==> src/rtl/pipe_hazard_ctrl_pkg.sv <==
// Shared encodings for the pipeline hazard controller: write-back select,
// forwarding selects, memory-wait FSM states and the forwarding priority helper.
package pipe_hazard_ctrl_pkg;

  localparam logic [1:0] WD_SEL_LOAD = 2'd1;

  localparam logic [1:0] FWD_RF  = 2'b00;
  localparam logic [1:0] FWD_MEM = 2'b01;
  localparam logic [1:0] FWD_WB  = 2'b10;

  typedef enum logic [1:0] {
    ST_IDLE     = 2'd0,
    ST_MEM_WAIT = 2'd1,
    ST_ERR      = 2'd2
  } state_e;

  // The younger producer (MEM) wins over WB; x0 is hard-wired zero and never forwards.
  function automatic logic [1:0] fwd_pick(
    input logic       mem_we,
    input logic [4:0] mem_wr,
    input logic       wb_we,
    input logic [4:0] wb_wr,
    input logic [4:0] rs
  );
    logic [1:0] sel;
    sel = FWD_RF;
    if (mem_we && (mem_wr != 5'd0) && (mem_wr == rs)) begin
      sel = FWD_MEM;
    end else if (wb_we && (wb_wr != 5'd0) && (wb_wr == rs)) begin
      sel = FWD_WB;
    end
    return sel;
  endfunction

endpackage

==> src/rtl/pipe_hazard_ctrl_fwd_unit.sv <==
// EX-stage forwarding compare: picks the operand source for both ALU inputs.
module fwd_unit
  import pipe_hazard_ctrl_pkg::*;
(
  input  logic       mem_rf_we_i,
  input  logic [4:0] mem_rf_wr_i,
  input  logic       wb_rf_we_i,
  input  logic [4:0] wb_rf_wr_i,
  input  logic [4:0] ex_rs1_i,
  input  logic [4:0] ex_rs2_i,
  output logic [1:0] fwd_a_sel_o,
  output logic [1:0] fwd_b_sel_o
);

  always_comb begin
    fwd_a_sel_o = fwd_pick(mem_rf_we_i, mem_rf_wr_i, wb_rf_we_i, wb_rf_wr_i, ex_rs1_i);
    fwd_b_sel_o = fwd_pick(mem_rf_we_i, mem_rf_wr_i, wb_rf_we_i, wb_rf_wr_i, ex_rs2_i);
  end

endmodule

==> src/rtl/pipe_hazard_ctrl.sv <==
// Central stall/flush/forwarding controller for the 5-stage pipeline, with a
// data-memory wait FSM (timeout to a sticky error) and a saturating stall counter.
module pipe_hazard_ctrl
  import pipe_hazard_ctrl_pkg::*;
#(
  parameter int         TIMEOUT = 64,          // must be >= 2
  parameter logic [1:0] WD_LOAD = WD_SEL_LOAD,
  parameter int         CNT_W   = 32
) (
  input  logic             clk,
  input  logic             rst,
  input  logic [4:0]       id_rs1_i,
  input  logic [4:0]       id_rs2_i,
  input  logic             id_rs1_used_i,
  input  logic             id_rs2_used_i,
  input  logic [4:0]       ex_rs1_i,
  input  logic [4:0]       ex_rs2_i,
  input  logic             ex_rf_we_i,
  input  logic [4:0]       ex_rf_wr_i,
  input  logic [1:0]       ex_wd_sel_i,
  input  logic             mem_rf_we_i,
  input  logic [4:0]       mem_rf_wr_i,
  input  logic [1:0]       mem_wd_sel_i,
  input  logic             wb_rf_we_i,
  input  logic [4:0]       wb_rf_wr_i,
  input  logic             ex_redirect_i,
  input  logic             mem_req_i,
  input  logic             dmem_ack_i,
  output logic             pc_stall_o,
  output logic             if_id_stall_o,
  output logic             id_ex_stall_o,
  output logic             ex_mem_stall_o,
  output logic             if_id_flush_o,
  output logic             id_ex_flush_o,
  output logic             mem_wb_flush_o,
  output logic [1:0]       fwd_a_sel_o,
  output logic [1:0]       fwd_b_sel_o,
  output logic [CNT_W-1:0] stall_cnt_o,
  output logic             timeout_err_o
);

  localparam int WAIT_W = $clog2(TIMEOUT) + 1;

  state_e              state_q;
  logic [WAIT_W-1:0]   wait_cnt_q;
  logic [CNT_W-1:0]    stall_cnt_q;
  logic                timeout_err_q;

  logic                stall_all;
  logic                load_use;
  logic [1:0]          fwd_a_raw;
  logic [1:0]          fwd_b_raw;
  logic                mem_wd_is_load;

  // MEM-stage load flag is not needed for the current forwarding rules.
  assign mem_wd_is_load = (mem_wd_sel_i == WD_LOAD);

  assign stall_all = ((state_q == ST_IDLE) && mem_req_i && !dmem_ack_i) ||
                     ((state_q == ST_MEM_WAIT) && !dmem_ack_i) ||
                     (state_q == ST_ERR);

  assign load_use = ex_rf_we_i && (ex_wd_sel_i == WD_LOAD) && (ex_rf_wr_i != 5'd0) &&
                    ((id_rs1_used_i && (id_rs1_i == ex_rf_wr_i)) ||
                     (id_rs2_used_i && (id_rs2_i == ex_rf_wr_i)));

  fwd_unit u_fwd (
    .mem_rf_we_i (mem_rf_we_i),
    .mem_rf_wr_i (mem_rf_wr_i),
    .wb_rf_we_i  (wb_rf_we_i),
    .wb_rf_wr_i  (wb_rf_wr_i),
    .ex_rs1_i    (ex_rs1_i),
    .ex_rs2_i    (ex_rs2_i),
    .fwd_a_sel_o (fwd_a_raw),
    .fwd_b_sel_o (fwd_b_raw)
  );

  // A redirect seen during a memory stall stays asserted because EX is frozen,
  // so it is naturally serviced in the release cycle.
  always_comb begin
    pc_stall_o     = 1'b0;
    if_id_stall_o  = 1'b0;
    id_ex_stall_o  = 1'b0;
    ex_mem_stall_o = 1'b0;
    if_id_flush_o  = 1'b0;
    id_ex_flush_o  = 1'b0;
    mem_wb_flush_o = 1'b0;
    fwd_a_sel_o    = FWD_RF;
    fwd_b_sel_o    = FWD_RF;
    if (!rst) begin
      fwd_a_sel_o = fwd_a_raw;
      fwd_b_sel_o = fwd_b_raw;
      if (stall_all) begin
        pc_stall_o     = 1'b1;
        if_id_stall_o  = 1'b1;
        id_ex_stall_o  = 1'b1;
        ex_mem_stall_o = 1'b1;
        mem_wb_flush_o = 1'b1;
      end else if (ex_redirect_i) begin
        if_id_flush_o = 1'b1;
        id_ex_flush_o = 1'b1;
      end else if (load_use) begin
        pc_stall_o    = 1'b1;
        if_id_stall_o = 1'b1;
        id_ex_flush_o = 1'b1;
      end
    end
  end

  always_ff @(posedge clk or posedge rst) begin
    if (rst) begin
      state_q       <= ST_IDLE;
      wait_cnt_q    <= '0;
      timeout_err_q <= 1'b0;
    end else begin
      case (state_q)
        ST_IDLE: begin
          if (mem_req_i && !dmem_ack_i) begin
            state_q    <= ST_MEM_WAIT;
            wait_cnt_q <= WAIT_W'(1);
          end
        end
        ST_MEM_WAIT: begin
          if (dmem_ack_i) begin
            state_q    <= ST_IDLE;
            wait_cnt_q <= '0;
          end else if (wait_cnt_q == WAIT_W'(TIMEOUT - 1)) begin
            state_q       <= ST_ERR;
            timeout_err_q <= 1'b1;
          end else begin
            wait_cnt_q <= wait_cnt_q + WAIT_W'(1);
          end
        end
        ST_ERR: begin
          timeout_err_q <= 1'b1;
        end
        default: begin
          state_q    <= ST_IDLE;
          wait_cnt_q <= '0;
        end
      endcase
    end
  end

  always_ff @(posedge clk or posedge rst) begin
    if (rst) begin
      stall_cnt_q <= '0;
    end else if (pc_stall_o && (stall_cnt_q != {CNT_W{1'b1}})) begin
      stall_cnt_q <= stall_cnt_q + CNT_W'(1);
    end
  end

  assign stall_cnt_o   = stall_cnt_q;
  assign timeout_err_o = timeout_err_q;

  logic unused_ok;
  assign unused_ok = mem_wd_is_load;

endmodule

==> config.mk <==
export PLATFORM = sky130hd
export DESIGN_NAME = pipe_hazard_ctrl
export DESIGN_NICKNAME = d
export VERILOG_FILES = /design/src/rtl/pipe_hazard_ctrl_pkg.sv /design/src/rtl/pipe_hazard_ctrl_fwd_unit.sv /design/src/rtl/pipe_hazard_ctrl.sv
export SDC_FILE = /design/constraint.sdc
export NUM_CORES = 1
export LEC_CHECK = 0
export CELL_PAD_IN_SITES_DETAIL_PLACEMENT = 1
export CELL_PAD_IN_SITES_GLOBAL_PLACEMENT = 1
export CORE_MARGIN = 2
export CORE_UTILIZATION = 34
export CTS_BUF_LIST = sky130_fd_sc_hd__clkbuf_4 sky130_fd_sc_hd__clkbuf_8
export DETAILED_ROUTE_END_ITERATION = 7
export HOLD_SLACK_MARGIN = 0.12
export PLACE_DENSITY_LB_ADDON = 0.1
export SLEW_MARGIN = 20
export SYNTH_ARGS = -nofsm -noshare
export SYNTH_HDL_FRONTEND = slang
export SYNTH_SLANG_ARGS = --single-unit
==> constraint.sdc <==
create_clock -name clk -period 4.3 [get_ports clk]
set_input_delay 1.075 -clock clk [delete_from_list [all_inputs] [get_ports clk]]
set_output_delay 1.075 -clock clk [all_outputs]
set_load 0.05 [all_outputs]
## Word level (Yosys, flattened, before mapping)

Index checks and enable logic that the tools add are counted.

| word-level totals | value |
|---|---|
| bits in registers | 42 |
| output and inout bits | 44 |
| word-level logic and storage cells | 80 |

| cells by class | value |
|---|---|
| add/sub/neg operators | 2 |
| equal/unequal tests | 16 |
| mux-type cells | 29 |
| bitwise gates (word level) | 1 |
| reduce and logical (&&, ||, !) cells | 28 |

Operators by type and width:

| kind | count |
|---|---|
| 32-bit by 1-bit adder with 32-bit output, second input constant | 1 |
| 32-bit != test, second input constant | 1 |
| 5-bit == test | 6 |
| 7-bit 2-to-1 mux | 3 |
| 7-bit case mux with 3 select lines | 1 |
| 2-bit 2-to-1 mux | 9 |
| 1-bit logical AND | 16 |
| 5-bit nonzero test | 3 |
| 1-bit 2-to-1 mux | 14 |
| 3-bit AND reduction | 3 |
| 7-bit by 1-bit adder with 7-bit output, second input constant | 1 |
| 7-bit by 6-bit == test with 1-bit output, second input constant | 1 |
| 2-bit case mux with 3 select lines | 1 |
| 2-bit by 1-bit == test with 1-bit output, second input constant | 2 |
| 2-bit by 1-bit != test with 1-bit output, second input constant | 2 |
| 1-bit logical OR | 3 |
| 3-bit by 2-bit != test with 1-bit output, second input constant | 1 |
| 3-bit != test, second input constant | 1 |
| 2-bit == test, second input constant | 1 |
| 2-bit zero test | 1 |
| 2-bit != test, second input constant | 1 |
| 1-bit case mux with 2 select lines | 1 |
| 2-bit nonzero test | 1 |
| 1-bit zero test | 1 |
| 1-bit inverter | 1 |

## Depth between registers and ports, before layout

| logic depth | value |
|---|---|
| word-level depth | 9 |
| gate-level depth with buffers | 8 |
| mapped depth without buffers | 7 |

## Modules after synthesis

A second synthesis with hierarchy kept.

| second synthesis, totals | value |
|---|---|
| cells, all modules | 271 |
| area total of the unflattened synthesis | 2,680.1 µm² |

By module, submodules not included:

| module | times used | cells each | area an instance (µm²) | seq. area each (µm²) |
|---|---|---|---|---|
| pipe_hazard_ctrl | 1 | 237 | 2,422.3 | 1,051.0 |
| fwd_unit | 1 | 34 | 257.7 | 0.0 |

## Least setup slack after synthesis

No wires, ideal clock.

| path | value |
|---|---|
| kind | input port to output port |
| from | input rst |
| to | output fwd_a_sel_o[1] |
| data arrival time | 4,192 ps |
| setup slack | -967 ps |
| stages on the path | 4 |
| cell sequence | inv_1 o211ai_1 or4_1 nor4_1 |

| between the ends | value |
|---|---|
| word-level cells in the longest chain between the ends | 1 |

RTL lines:

| element | RTL line | text |
|---|---|---|
| start, declared | pipe_hazard_ctrl.sv:11 | `input logic rst,` |
| 2-bit 2-to-1 mux | pipe_hazard_ctrl.sv:89 | `if (!rst) begin` |
| end, declared | pipe_hazard_ctrl.sv:36 | `output logic [1:0] fwd_a_sel_o,` |

Every way passes these cells.

## Worst setup path in the final report

| path | value |
|---|---|
| from | input mem_rf_wr_i[1] |
| to | output fwd_b_sel_o[1] |

| between the ends | value |
|---|---|
| word-level cells in the longest chain between the ends | 5 |
| elaborated cells between the ends (all ways) | 6 |
| classes of those cells | eq/ne: 1; mux: 2; reduce/logical: 3 |

RTL lines:

| element | RTL line | text |
|---|---|---|
| start, declared | pipe_hazard_ctrl.sv:22 | `input logic [4:0] mem_rf_wr_i,` |
| 5-bit nonzero test | pipe_hazard_ctrl_pkg.sv:27 | `if (mem_we && (mem_wr != 5'd0) && (mem_wr == rs)) begin` |
| 1-bit logical AND | pipe_hazard_ctrl_pkg.sv:27 |  |
| 1-bit logical AND (*) | pipe_hazard_ctrl_pkg.sv:27 |  |
| 2-bit 2-to-1 mux (*) | pipe_hazard_ctrl_pkg.sv:27 |  |
| 2-bit 2-to-1 mux (*) | pipe_hazard_ctrl.sv:89 |  |
| end, declared | pipe_hazard_ctrl.sv:37 | `output logic [1:0] fwd_b_sel_o,` |

Every way passes the cells marked *; elsewhere a longest branch is shown, timed or not.

==> reports/metrics.cfg <==
[cells_and_area]
layout-drive-gt1-share_pct=10.2
diodes=0
seq_area_um2=1050
final_net_count=412
multi_input_area_um2=1430
layout_common_cells=80 x clkdlybuf4s50_1, 43 x xnor2_1, 42 x dfrtp_1, 23 x nand3_1, 21 x xor2_1
final_common_cell=clkdlybuf4s50_1
syn_to_final_growth_pct=44.5
fin_util_pct=50.8
fillers=870

[die]
initial_utilization_pct=35.1
die_y_um=90.8
core_area_um2=7290
fp-row-count=31
die_area_um2=8250
io_pins=93
die_w_um=90.8

[worst_hold_path]
worstHoldStart=timeout_err_o
whs_path_depth=1
hold_end=timeout_err_o
hp-class=reg -> reg

[worst_setup_path]
startpoint_type=primary input
cp_top_family=simple AND/OR/NAND/NOR gates
worstSetupPathType=in -> out
worstPathRequired_ns=3.22
max_stage_delay_ns=0.53
r2r_start=stall_cnt_o[3]
startpoint=mem_rf_wr_i[1]
rr_endpoint=stall_cnt_o[25]
path_buf_inv=2
reg2reg_depth=6
crit_chain=clkdlybuf4s50_1, or4_1, o21ai_0, nor3_1, nor4_2, buf_12
critPathSlowestCell=or4_1
crit_arrival_ns=3.13
cp-end-kind=primary output
cp_max_fo=3
reg2reg_slack_ns=2.10

[routing]
drt_iter0_drc=104
vias=2341
ant_nets=0
wl_um=7200
remaining_drc_errors=0
vias_per_cell=5.08
drtPass1Iterations=4
wire_per_inst_um=15.6

[power_and_ir_drop]
cellPowerDensity_nw_per_um2=299
vdd.ir_drop.worst_uv=259
p_leak_nw=1.49

[synth]
ys_seq_area_share_pct=41.0
synthCells=264
synthesis.area_um2=2560
synth_area_per_cell_um2=9.71
yosys.area.top_type=dfrtp_1
synth_warnings=0
synth_cell_type_count=37
syn-num-nets=315
synth.top_cells.by_area=dfrtp_1 41%, xnor2_1 15%, xor2_1 7.2%
yosysTopAreaCellShare_pct=41.0
synth.ff_latch_count=42

[sta]
fin_skew_ns=0.0110
setup_viol=0
period_share_pct=97.7
finalCriticalPeriod_ns=4.20
fmax_mhz=238
max_slew_margin_pct=59.4
grt_setup_unrepaired=no
timing_hold_violations_final=0
fin_setup_tns_ns=0
report.final.slew_viol_count=0
worst_slew_pin_slew_ns=0.607

[grt]
antenna_found_initial=0
grt_first_pass_wirelength_um=12400
grt-ovfl-total=0
grt_max_degree=43
grt_pass1_vias=2472
grt_usage_pct=18.4

[run]
max_cap_viol_count=0

[cts]
clockRootBuffer=clkbuf_8
cts_hold_buf=0
htree_levels=2
post-cts-setup-buffers=0
cts_resized=0
cts_tree=yes
path_clk_slew_ns=0.09
numCtsBuffers=5
clk_path_buf_depth=2
cts.sinks=42
worstSkewPairLatency_ns=0.30

[place]
io_buffer_count=90
gp_congestion=0.816
place_hpwl_um=5570

[outcome]
outcome=finished, final reports clean

-- per-stage QoR --
step	cell area, µm²	instances	power [mW]	setup slack (ns)	hold slack [ns]
finish	3700	461	1.11	0.0992	0.474
global route	3700	461	1.16	0.000888	0.509
CTS	3700	461	1.12	0.0799	0.482
detailed placement	3610	453	0.844	0.0780	0.461
global placement	3610	453	0.836	0.174	0.451
floorplan	2580	264	0.689	0.0846	0.459
-- worst register-to-register path: stages (launching register included) --
cell and delay (ns):
dfrtp_1 0.47, nand4_2 0.17, or4_4 0.54, nor4_4 0.31, and4_1 0.31, nand4_1 0.13
xnor2_1 0.15
-- area by class of cell --
type	count	area share, %
Multi-Input combinational cell	206	38.6
Sequential cell	42	28.4
Timing Repair Buffer	100	26.4
Tap cell	99	3.35
Clock buffer	6	2.23
Inverter	6	0.710
Clock inverter	2	0.338
-- cells in the mapped netlist --
master	n
clkbuf_1	3
and4_1	4
o41ai_4	1
a21oi_1	1
xor2_1	21
or2_2	1
nor4_4	1
o211ai_1	1
o21a_1	2
nand3_1	23
or4_1	5
nand2_2	1
xnor2_1	43
o31ai_1	1
or4_4	1
inv_1	6
a32oi_1	1
dfrtp_1	42
and2_0	1
and2_1	5
ha_1	2
nor3_1	6
a31oi_1	1
nor2_1	13
nand2_1	17
buf_1	1
nor4_1	8
buf_4	3
nand3b_1	1
mux2_1	1
nand4_2	1
o21ai_0	9
buf_6	3
and3_1	12
nand4_1	20
nand2b_1	1
a2111oi_0	1
-- power by group --
part,internal (mW),leakage [nW],switching (mW)
clock network,0.129,0.0472,0.143
logic,0.142,0.872,0.225
registers,0.423,0.569,0.0435
-- logic make-up (layout without fill, tap and decap cells) --
| group | Yosys count | count (layout) | synth area share (%) |
|---|---|---|---|
| buf+inv | 16 | 114 | 3.66 |
| mux | 1 | 1 | 0.439 |
| xor+xnor | 64 | 64 | 21.9 |
| flops | 42 | 42 | 41.0 |
| simple gates | 121 | 121 | 26.9 |
| fa+ha+maj | 2 | 2 | 0.976 |
| compound gates | 18 | 18 | 5.13 |
-- per-layer routing --
layer | vias to the layer above | GRT usage [%] | part of all wire (%)
met4 | 0 | 5.05 | 1.5
met5 | - | 0 | 0
li1 | 1137 | - | -
met3 | 10 | 4.51 | 6.1
met1 | 1111 | 25.3 | 49
met2 | 83 | 28.8 | 43
-- sequential cells by signal (all words and copies together), names as in the netlist --
| register | cells |
|---|---|
| stall_cnt_o | 32 |
| wait_cnt_q | 7 |
| state_q | 2 |
| timeout_err_o | 1 |
-- worst max path at each step --
| stage | end | slack (ns) | cells after the start |
|---|---|---|---|
| CTS | fwd_a_sel_o[1] | 0.08 | 6 |
| finish | fwd_b_sel_o[1] | 0.1 | 6 |
| detailed placement | fwd_a_sel_o[1] | 0.08 | 6 |
| floorplan | fwd_a_sel_o[1] | 0.08 | 4 |
| global route | fwd_b_sel_o[1] | 0.0009 | 6 |
| global placement | fwd_b_sel_o[1] | 0.17 | 6 |
No activity file was read; power rests on OpenSTA's default activity.
